**config.mk**
```make
export PLATFORM = sky130hd
export DESIGN_NAME = fmps_stream_packetizer
export DESIGN_NICKNAME = d
export VERILOG_FILES = /design/src/rtl/fmps_stream_packetizer.sv
export SDC_FILE = /design/constraint.sdc
export NUM_CORES = 2
export LEC_CHECK = 0
export CORE_ASPECT_RATIO = 1.1
export CORE_MARGIN = 4
export CORE_UTILIZATION = 40
export CTS_CLUSTER_DIAMETER = 150
export DETAILED_ROUTE_END_ITERATION = 12
export PLACE_DENSITY = 0.59
export REMOVE_ABC_BUFFERS = 1
export SLEW_MARGIN = 20
export SYNTH_ARGS = -nofsm -noshare
export SYNTH_HDL_FRONTEND = slang
export SYNTH_SLANG_ARGS = --single-unit
export TNS_END_PERCENT = 20
```
**constraint.sdc**
```tcl
create_clock -name sysClk -period 8.25 [get_ports sysClk]
set_clock_uncertainty 0.2 [all_clocks]
set_input_delay 1.65 -clock sysClk [delete_from_list [all_inputs] [get_ports sysClk]]
set_output_delay 1.65 -clock sysClk [all_outputs]
set_load 0.1 [all_outputs]
```
**src/rtl/fmps_stream_packetizer.sv**
```systemverilog
// FMPS record stream packetizer: frames records into header/records/trailer
// packets on an AXI4-Stream port. Optional macro: FMPS_STREAM_TIMESTAMP_EN.
module fmps_stream_packetizer #(
    parameter int INDEX_WIDTH = 5,
    parameter int FIFO_AW     = 6
) (
    input  logic                      sysClk,
    input  logic                      sysReset_n,
    input  logic                      FAstrobe,
    input  logic [2**INDEX_WIDTH-1:0] fmpsBitmapAll,
    input  logic [INDEX_WIDTH-1:0]    fmpsIndex,
    input  logic [31:0]               fmpsData,
    input  logic                      fmpsValid,
    output logic [31:0]               M_TDATA,
    output logic [INDEX_WIDTH-1:0]    M_TUSER,
    output logic                      M_TVALID,
    output logic                      M_TLAST,
    input  logic                      M_TREADY,
    output logic [15:0]               dropCount,
    output logic                      overflow
);

    localparam int NBITS = 2**INDEX_WIDTH;
    localparam int DEPTH = 1 << FIFO_AW;
    localparam int CW    = INDEX_WIDTH + 1;
    localparam int EW    = 33 + INDEX_WIDTH;
`ifdef FMPS_STREAM_TIMESTAMP_EN
    localparam int RESERVE = 3;
    typedef enum logic [1:0] {IDLE, COLLECT, OPEN, STAMP} state_t;
`else
    localparam int RESERVE = 2;
    typedef enum logic [1:0] {IDLE, COLLECT, OPEN} state_t;
`endif

    state_t state, stateNext;

    logic [7:0]          seq;
    logic [CW-1:0]       expected;
    logic [CW-1:0]       received;
    logic [CW-1:0]       popCount;
    logic [EW-1:0]       mem [DEPTH];
    logic [EW-1:0]       headWord;
    logic [EW-1:0]       wrWord;
    logic [FIFO_AW-1:0]  wrPtr, rdPtr;
    logic [FIFO_AW:0]    count, free;
    logic                wrEn, rdEn;
    logic                latchFrame, hdrInc, recInc, dropRec, ovfSet;
    logic                canHdr, canRec;

`ifdef FMPS_STREAM_TIMESTAMP_EN
    logic [31:0] tsCount, tsLatch;
`endif

    function automatic logic [EW-1:0] hdrWord(input logic [7:0] s,
                                              input logic [CW-1:0] n);
        return {1'b0, {INDEX_WIDTH{1'b0}}, 8'hFA, s, 16'(n)};
    endfunction

    function automatic logic [EW-1:0] trlWord(input logic trunc,
                                              input logic [CW-1:0] n);
        return {1'b1, {INDEX_WIDTH{1'b0}}, 8'hFE, 7'b0, trunc, 16'(n)};
    endfunction

    // Number of FMPS marked present in the frame bitmap
    always_comb begin
        popCount = '0;
        for (int i = 0; i < NBITS; i++)
            popCount = popCount + CW'(fmpsBitmapAll[i]);
    end

    assign free   = (FIFO_AW+1)'(DEPTH) - count;
    // Headers need room for themselves plus the closing trailer; records
    // must leave that room intact so an opened packet can always be closed.
    assign canHdr = free >= (FIFO_AW+1)'(RESERVE);
    assign canRec = free >  (FIFO_AW+1)'(RESERVE);

    // Write-side state register
    always_ff @(posedge sysClk or negedge sysReset_n) begin
        if (!sysReset_n) state <= IDLE;
        else             state <= stateNext;
    end

    // Write-side next state and the single FIFO write of this cycle
    always_comb begin
        stateNext  = state;
        wrEn       = 1'b0;
        wrWord     = '0;
        latchFrame = 1'b0;
        hdrInc     = 1'b0;
        recInc     = 1'b0;
        dropRec    = 1'b0;
        ovfSet     = 1'b0;
        unique case (state)
            IDLE: begin
                dropRec = fmpsValid;
                if (FAstrobe) begin
                    if (canHdr) begin
                        wrEn       = 1'b1;
                        wrWord     = hdrWord(seq, popCount);
                        latchFrame = 1'b1;
                        hdrInc     = 1'b1;
`ifdef FMPS_STREAM_TIMESTAMP_EN
                        stateNext  = STAMP;
`else
                        stateNext  = COLLECT;
`endif
                    end else begin
                        ovfSet = 1'b1;
                    end
                end
            end
            COLLECT: begin
                if (received == expected) begin
                    wrEn      = 1'b1;
                    wrWord    = trlWord(1'b0, received);
                    dropRec   = fmpsValid;
                    stateNext = IDLE;
                    if (FAstrobe) begin
                        latchFrame = 1'b1;
                        stateNext  = OPEN;
                    end
                end else if (FAstrobe) begin
                    wrEn       = 1'b1;
                    wrWord     = trlWord(1'b1, received);
                    dropRec    = fmpsValid;
                    latchFrame = 1'b1;
                    stateNext  = OPEN;
                end else if (fmpsValid) begin
                    if (canRec) begin
                        wrEn   = 1'b1;
                        wrWord = {1'b0, fmpsIndex, fmpsData};
                        recInc = 1'b1;
                    end else begin
                        dropRec = 1'b1;
                        ovfSet  = 1'b1;
                    end
                end
            end
            OPEN: begin
                dropRec = fmpsValid;
                if (canHdr) begin
                    wrEn      = 1'b1;
                    wrWord    = hdrWord(seq, expected);
                    hdrInc    = 1'b1;
`ifdef FMPS_STREAM_TIMESTAMP_EN
                    stateNext = STAMP;
`else
                    stateNext = COLLECT;
`endif
                end else begin
                    // No room to open and close a packet: skip this frame.
                    ovfSet    = 1'b1;
                    stateNext = IDLE;
                end
            end
`ifdef FMPS_STREAM_TIMESTAMP_EN
            STAMP: begin
                dropRec   = fmpsValid;
                wrEn      = 1'b1;
                wrWord    = {1'b0, {INDEX_WIDTH{1'b0}}, tsLatch};
                stateNext = COLLECT;
            end
`endif
            default: stateNext = IDLE;
        endcase
    end

    // Packet bookkeeping: sequence, expected/received counts, drop stats
    always_ff @(posedge sysClk or negedge sysReset_n) begin
        if (!sysReset_n) begin
            seq       <= '0;
            expected  <= '0;
            received  <= '0;
            dropCount <= '0;
            overflow  <= 1'b0;
        end else begin
            if (hdrInc) seq <= seq + 8'd1;
            if (latchFrame) begin
                expected <= popCount;
                received <= '0;
            end else if (recInc) begin
                received <= received + CW'(1);
            end
            if (dropRec && dropCount != 16'hFFFF)
                dropCount <= dropCount + 16'd1;
            if (ovfSet) overflow <= 1'b1;
        end
    end

`ifdef FMPS_STREAM_TIMESTAMP_EN
    // Free-running cycle counter, captured on each accepted frame marker
    always_ff @(posedge sysClk or negedge sysReset_n) begin
        if (!sysReset_n) begin
            tsCount <= '0;
            tsLatch <= '0;
        end else begin
            tsCount <= tsCount + 32'd1;
            if (latchFrame) tsLatch <= tsCount;
        end
    end
`endif

    assign rdEn = M_TVALID & M_TREADY;

    // FIFO pointers and occupancy
    always_ff @(posedge sysClk or negedge sysReset_n) begin
        if (!sysReset_n) begin
            wrPtr <= '0;
            rdPtr <= '0;
            count <= '0;
        end else begin
            if (wrEn) wrPtr <= wrPtr + FIFO_AW'(1);
            if (rdEn) rdPtr <= rdPtr + FIFO_AW'(1);
            count <= count + (FIFO_AW+1)'(wrEn) - (FIFO_AW+1)'(rdEn);
        end
    end

    // FIFO storage; contents are don't-care until written
    always_ff @(posedge sysClk) begin
        if (wrEn) mem[wrPtr] <= wrWord;
    end

    assign headWord = mem[rdPtr];
    assign M_TVALID = count != '0;
    assign M_TDATA  = M_TVALID ? headWord[31:0] : '0;
    assign M_TUSER  = M_TVALID ? headWord[32 +: INDEX_WIDTH] : '0;
    assign M_TLAST  = M_TVALID ? headWord[EW-1] : 1'b0;

endmodule

```
Word level (Yosys, flattened, before mapping) --
Memories as Yosys holds them, arrays and structs flattened. Index checks and enable logic that the tools add are counted.
Cells by class: $add $sub $neg 39, $mul 0, divide/modulo/power cells 0, magnitude comparators 2, equal/unequal tests 7, shift operators 0, muxes and demuxes 45, bitwise operators 1, reductions and logical operators 6
Operator list (number):
- $add A6 B1 Y6 | 26
- $mux W32 | 4
- $pmux W38 S3 | 1
- $mux W38 | 2
- $mux W37 | 2
- $mux W1 | 22
- $add A6 B1 Y6 const B | 3
- $add A16 B1 Y16 const B | 1
- $ne A16 B16 Y1 const B | 1
- $mux W6 | 2
- $mux W2 | 5
- $add A8 B1 Y8 const B | 1
- $add A7 B1 Y7 | 1
- $ge A7 B2 Y1 const B | 1
- $gt A7 B2 Y1 const B | 1
- $reduce_bool A7 Y1 | 1
- $sub A7 B1 Y7 | 1
- $sub A7 B7 Y7 const A | 1
- $add A5 B1 Y6 | 1
- $eq A6 B6 Y1 | 1
- $pmux W1 S2 | 3
- $pmux W1 S3 | 2
- $pmux W2 S3 | 1
- $add A4 B1 Y5 | 1
- other kinds (14) | 15
Storage, ports and cells: bits in registers 58, bits in latches 0, bits in writable memories 2432, memory bits (read-only) 0, input bits 74, output and inout port bits 56, logic and storage cells 110, memories 1
Memories:
- mem | depth 64, width 38, read ports 1, clocked after memory_dff 0, write ports 1, RTL line 41 | logic [EW-1:0] mem [DEPTH];

Logic depth before layout (Yosys ltp) --
depth after elaboration 34, gate-level depth with buffers 21, depth with buffers taken out 19

Worst setup path after synthesis --
No wires, ideal clock.
kind input-to-reg, start point input fmpsBitmapAll[23], end point memory mem[0][4] (netlist name), data pin, setup time 0.722 ns, data arrival time 8.343 ns, data required time 7.328 ns, slack -1.015 ns, stages on the path 17, path buffers 0, path through inv_1 fa_1 fa_1 fa_1 fa_1 fa_1 fa_1 inv_1 ha_1 inv_1 fa_1 inv_1 a21o_1 a21oi_1 xnor2_1 a32oi_1 a21boi_0
On the way: longest elaborated chain between the ends 12
RTL lines:
- start, declared | RTL line 10 | input logic [2**INDEX_WIDTH-1:0] fmpsBitmapAll,
- $add A6 B1 Y6 (9 in a row) | RTL line 68 | popCount = popCount + CW'(fmpsBitmapAll[i]);
- $mux W32 | RTL line 97 | if (canHdr) begin
- $mux W32 | RTL line 96 | if (FAstrobe) begin
- $pmux W38 S3 | RTL line 93 | unique case (state)
- named net wrWord[4] | RTL line 43 | logic [EW-1:0] wrWord;
- end, declared | RTL line 41
The timed path passes the listed nets, and every way through them passes these cells.

Worst setup path in the final report --
start point register rdPtr[0], end point output M_TDATA[13]
On the way: longest elaborated chain between the ends 2
RTL lines:
- start, declared | RTL line 44 | logic [FIFO_AW-1:0] wrPtr, rdPtr;
- start signal, assigned | RTL line 213 | if (rdEn) rdPtr <= rdPtr + FIFO_AW'(1);
- $mem_v2 Z64 W38
- $mux W32 | RTL line 225 | assign M_TDATA = M_TVALID ? headWord[31:0] : '0;
- end, declared | RTL line 14 | output logic [31:0] M_TDATA,
No other way between the ends.

==> flow_metrics.env <==
export IMPL_grtUsageTotal_pct=20.85
export IMPL_cts_buffers=236
export IMPL_worstPathCellList="buf_12 -> buf_4 -> mux4_2 -> mux4_2 -> mux2i_1 -> o22ai_1 -> clkdlybuf4s50_1"
export IMPL_cp_required_ns=6.40
export IMPL_cp_max_fo=84
export IMPL_num_rows=189
export IMPL_via_per_inst=5.890
export IMPL_critical_path_arrival_ns=5.46
export IMPL_swShare_pct=34.77
export IMPL_drt_wl_total_um=264400
export IMPL_chipWidth_um=477.7
export IMPL_synth_area_leaders="edfxtp_1 75%, mux4_2 16%, dfrtp_1 1.5%, mux2i_1 1.3%, fa_1 0.52%"
export IMPL_drt_iter0_drc=5476
export IMPL_synthesis_area_sq_um=97070
export IMPL_worstPathBufferInverterCount=3
export IMPL_peakVddDrop_mv=0.5103
export IMPL_synth_mux_area_share_pct=17.80
export IMPL_grt_pass1_wl_um=372600
export IMPL_critPathSlowestCell="clkdlybuf4s50_1"
export IMPL_cts_hold_buffers=0
export IMPL_drc_errors=0
export IMPL_place_area_sq_um=103700
export IMPL_synthToLayoutAreaGrowth_pct=14.67
export IMPL_clk_insertion_delay_late_ns=0.92
export IMPL_hp_start="seq[7]"
export IMPL_hp_class="flop to flop"
export IMPL_worstReg2RegStart="count[1]"
export IMPL_core_area_sq_um=241200
export IMPL_cpMostUsedCell="mux4_2"
export IMPL_gp_congestion=0.7763
export IMPL_postCtsSetupRepairBufs=0
export IMPL_vias=46430
export IMPL_clkTransAtPathRegs_ns=0.06
export IMPL_yosysTopAreaCell="edfxtp_1"
export IMPL_p_comb_share_pct=35.8
export IMPL_p_int_w=0.02760
export IMPL_yosys_warnings=0
export IMPL_grt_max_degree=105
export IMPL_seq_power_share_pct=39.0
export IMPL_cp_top_family="buffers and inverters"
export IMPL_ant_nets=0
export IMPL_netlist_cell_type_count=66
export IMPL_cts_resized=0
export IMPL_rsz0062_at_grt="no"
export IMPL_dieArea_sq_um=250600
export IMPL_synth_simple_area_share_pct=1.356
export IMPL_pwr_density_cell_nw_per_um2=380.1
export IMPL_final_nets=4662
export IMPL_slowest_delay_ns=1.02
export IMPL_htreeDepth=4
export IMPL_ys_flop_type="edfxtp_1"
export IMPL_hold_depth=1
export IMPL_numPortBuffers=129
export IMPL_stdcell_area_sq_um=111300
export IMPL_hpwlAfterDp_um=149500
export IMPL_setup_viol_count_final=0
export IMPL_drive_gt1_share_pct=28.82
export IMPL_slew_viol_final=0
export IMPL_clock_path_buffers=4
export IMPL_total_power_w=0.04232
export IMPL_final_hold_viol_count=0
export IMPL_worst_pin_slew_ns=1.160
export IMPL_maxCapViolCount=0
export IMPL_wl_per_cell_um=33.54
export IMPL_p_sw_w=0.01471
export IMPL_max_slew_margin_rel_pct=22.67
export IMPL_netlist_instances=4202
export IMPL_power_leakage_nw=35.37
export IMPL_crit_path_end_kind="output port"
export IMPL_r2r_slack_ns=2.63
export IMPL_synthAdderAreaFrac_pct=0.8378
export IMPL_synth_edf_count=2432
export IMPL_overflow=0
export IMPL_io_pins=130
export IMPL_nFillCells=19860
export IMPL_synth_compound_area_share_pct=1.607
export IMPL_synth_xor_area_share_pct=0.4602
export IMPL_antenna_found_initial=4
export IMPL_grt_pass1_vias=47580
export IMPL_rr_worst_depth=20
export IMPL_numClockSinks=2490
export IMPL_root_buffer="clkbuf_16"
export IMPL_synth_async_reset_ratio_pct=2.329
export IMPL_fmax_mhz=136.9
export IMPL_cp_start_kind="flop"
export IMPL_finalCriticalPeriod_ns=7.305
export IMPL_cts_tree="yes"
export IMPL_status="complete, no violations"
export IMPL_yosys_area_top_type_share_pct=75.23
export IMPL_r2r_end="count[6]"
export IMPL_post_route_period_util_pct=88.55
export IMPL_drt_pre_antenna_iters=5
export IMPL_synth_seq_cells=2490
export IMPL_min_to="seq[7]"
export IMPL_start_util_pct=40.24
export IMPL_clkPwrFrac_pct=25.2
export IMPL_die_y_um=524.7
export IMPL_synth_top_family_by_area="multiplexers"
export IMPL_ys_seq_area_share_pct=76.73
export IMPL_critical_path_class="flop to output port"
export IMPL_syn_area_per_cell_sq_um=23.10
## stage by stage
step | setup WS [ns] | instances | util (%) | hold WS (ns) | setup TNS (ns)
2_1_floorplan | -21.00 | 3975 | - | 0.2464 | -944.06
3_3_place_gp | 0.6691 | 7447 | 42.97 | 0.2663 | 0
3_5_place_dp | 0.6368 | 7451 | 43.01 | 0.2819 | 0
4_1_cts | 0.8186 | 7881 | 46.11 | 0.2979 | 0
5_1_grt | 0.6884 | 7882 | 46.15 | 0.3223 | 0
6_report | 0.9446 | 7883 | 46.15 | 0.2907 | 0
## how the worst max path moves through the flow
stage | to | slack [ns] | start | depth (start not counted)
final | M_TDATA[13] | 0.94 | rdPtr[0] | 7
after global routing | M_TDATA[28] | 0.69 | rdPtr[0] | 8
after CTS | M_TDATA[16] | 0.82 | rdPtr[0] | 7
after detailed placement | mem[21][5] | 0.64 | fmpsBitmapAll[23] | 16
after global placement | mem[0][4] | 0.67 | fmpsBitmapAll[23] | 19
after floorplan | M_TDATA[18] | -21.00 | rdPtr[0] | 4
## layout make-up
type | instances | area [sq um] | area share [%]
antenna | 2 | 5.005 | 0.004496
clock buffer | 297 | 6270 | 5.633
clock inverter | 133 | 1227 | 1.103
inverter | 67 | 252.7 | 0.2271
multi-input combinational | 1418 | 21970 | 19.74
sequential | 2490 | 74500 | 66.93
tap | 3151 | 3943 | 3.542
timing repair buffer | 325 | 3141 | 2.821
## synth_stat cells, drive strengths merged, types with 5 or more instances
master,count
edfxtp,2432
mux4,700
mux2i,125
clkbuf,118
buf,109
inv,66
dfrtp,58
nor3,52
nor2,46
o22ai,46
a21oi,41
a211oi,40
nand2,40
nor2b,35
xnor2,30
fa,25
ha,25
mux2,23
xor2,21
and2,19
nand3,15
a22o,12
nand4,10
o21ai,10
a22oi,8
and3,8
o21a,8
nand2b,7
or3,6
a221o,5
nand3b,5
o31ai,5
## kinds of logic (layout without fill, tap and decap cells)
family                     after synthesis  count (layout)
AOI/OAI and AO/OA                      215             215
xor gates and xnor gates                51              51
adders and majority gates               50              50
buffers and inverters                  294             822
DFF                                   2490            2490
muxes                                  848             848
other                                    0               2
and+or+nand+nor                        254             254
## power by group through the flow
stage / Clock (W) / Sequential [W] / Combinational, W
floorplan: 0 / 0.0176 / 0.0103
global placement: 0 / 0.0167 / 0.0151
detailed placement: 0 / 0.0168 / 0.0153
CTS: 0.0109 / 0.0165 / 0.0153
global route: 0.0114 / 0.0166 / 0.0159
finish: 0.0107 / 0.0165 / 0.0151
## cells in the final DEF, fill, tap and decap left out, types with 52 or more instances in the layout
cell type	n
edfxtp_1	2432
mux4_2	700
clkbuf_16	240
buf_4	166
clkdlybuf4s50_1	128
mux2i_1	125
inv_1	66
clkinv_1	57
dfrtp_1	53
clkbuf_1	52
## routing by layer
metal  global-route usage, %  part of all wire (%)  vias up
met5                       0                     0        -
met4                   5.833                   2.9        0
met3                   3.398                   7.5      384
met2                   35.67                    51     1993
met1                   27.72                    39    25500
li1                        -                     -    18550
## sequential cells by signal (all words and copies together), names as in the netlist
signal / count
overflow: 1
seq: 8
rdPtr: 6
state: 2
expected: 6
wrPtr: 6
mem: 2432
count: 7
received: 6
dropCount: 16
## worst reg2reg max path, cell delays in order (launching register included)
cell and delay, ns:
dfrtp_1 0.43, inv_1 0.12, ha_1 0.24, nand3_1 0.11, or3b_1 0.41, a2111oi_4 0.83
a21oi_2 0.12, or3_1 0.64, clkinv_2 0.10, buf_4 0.59, ha_1 0.36, inv_1 0.06
ha_1 0.17, inv_1 0.06, fa_1 0.42, o21bai_1 0.16, a21oi_1 0.11, nor2_1 0.10
nor2_1 0.05, o21bai_1 0.16, xnor2_1 0.13
(Power assumes the default switching activity.)
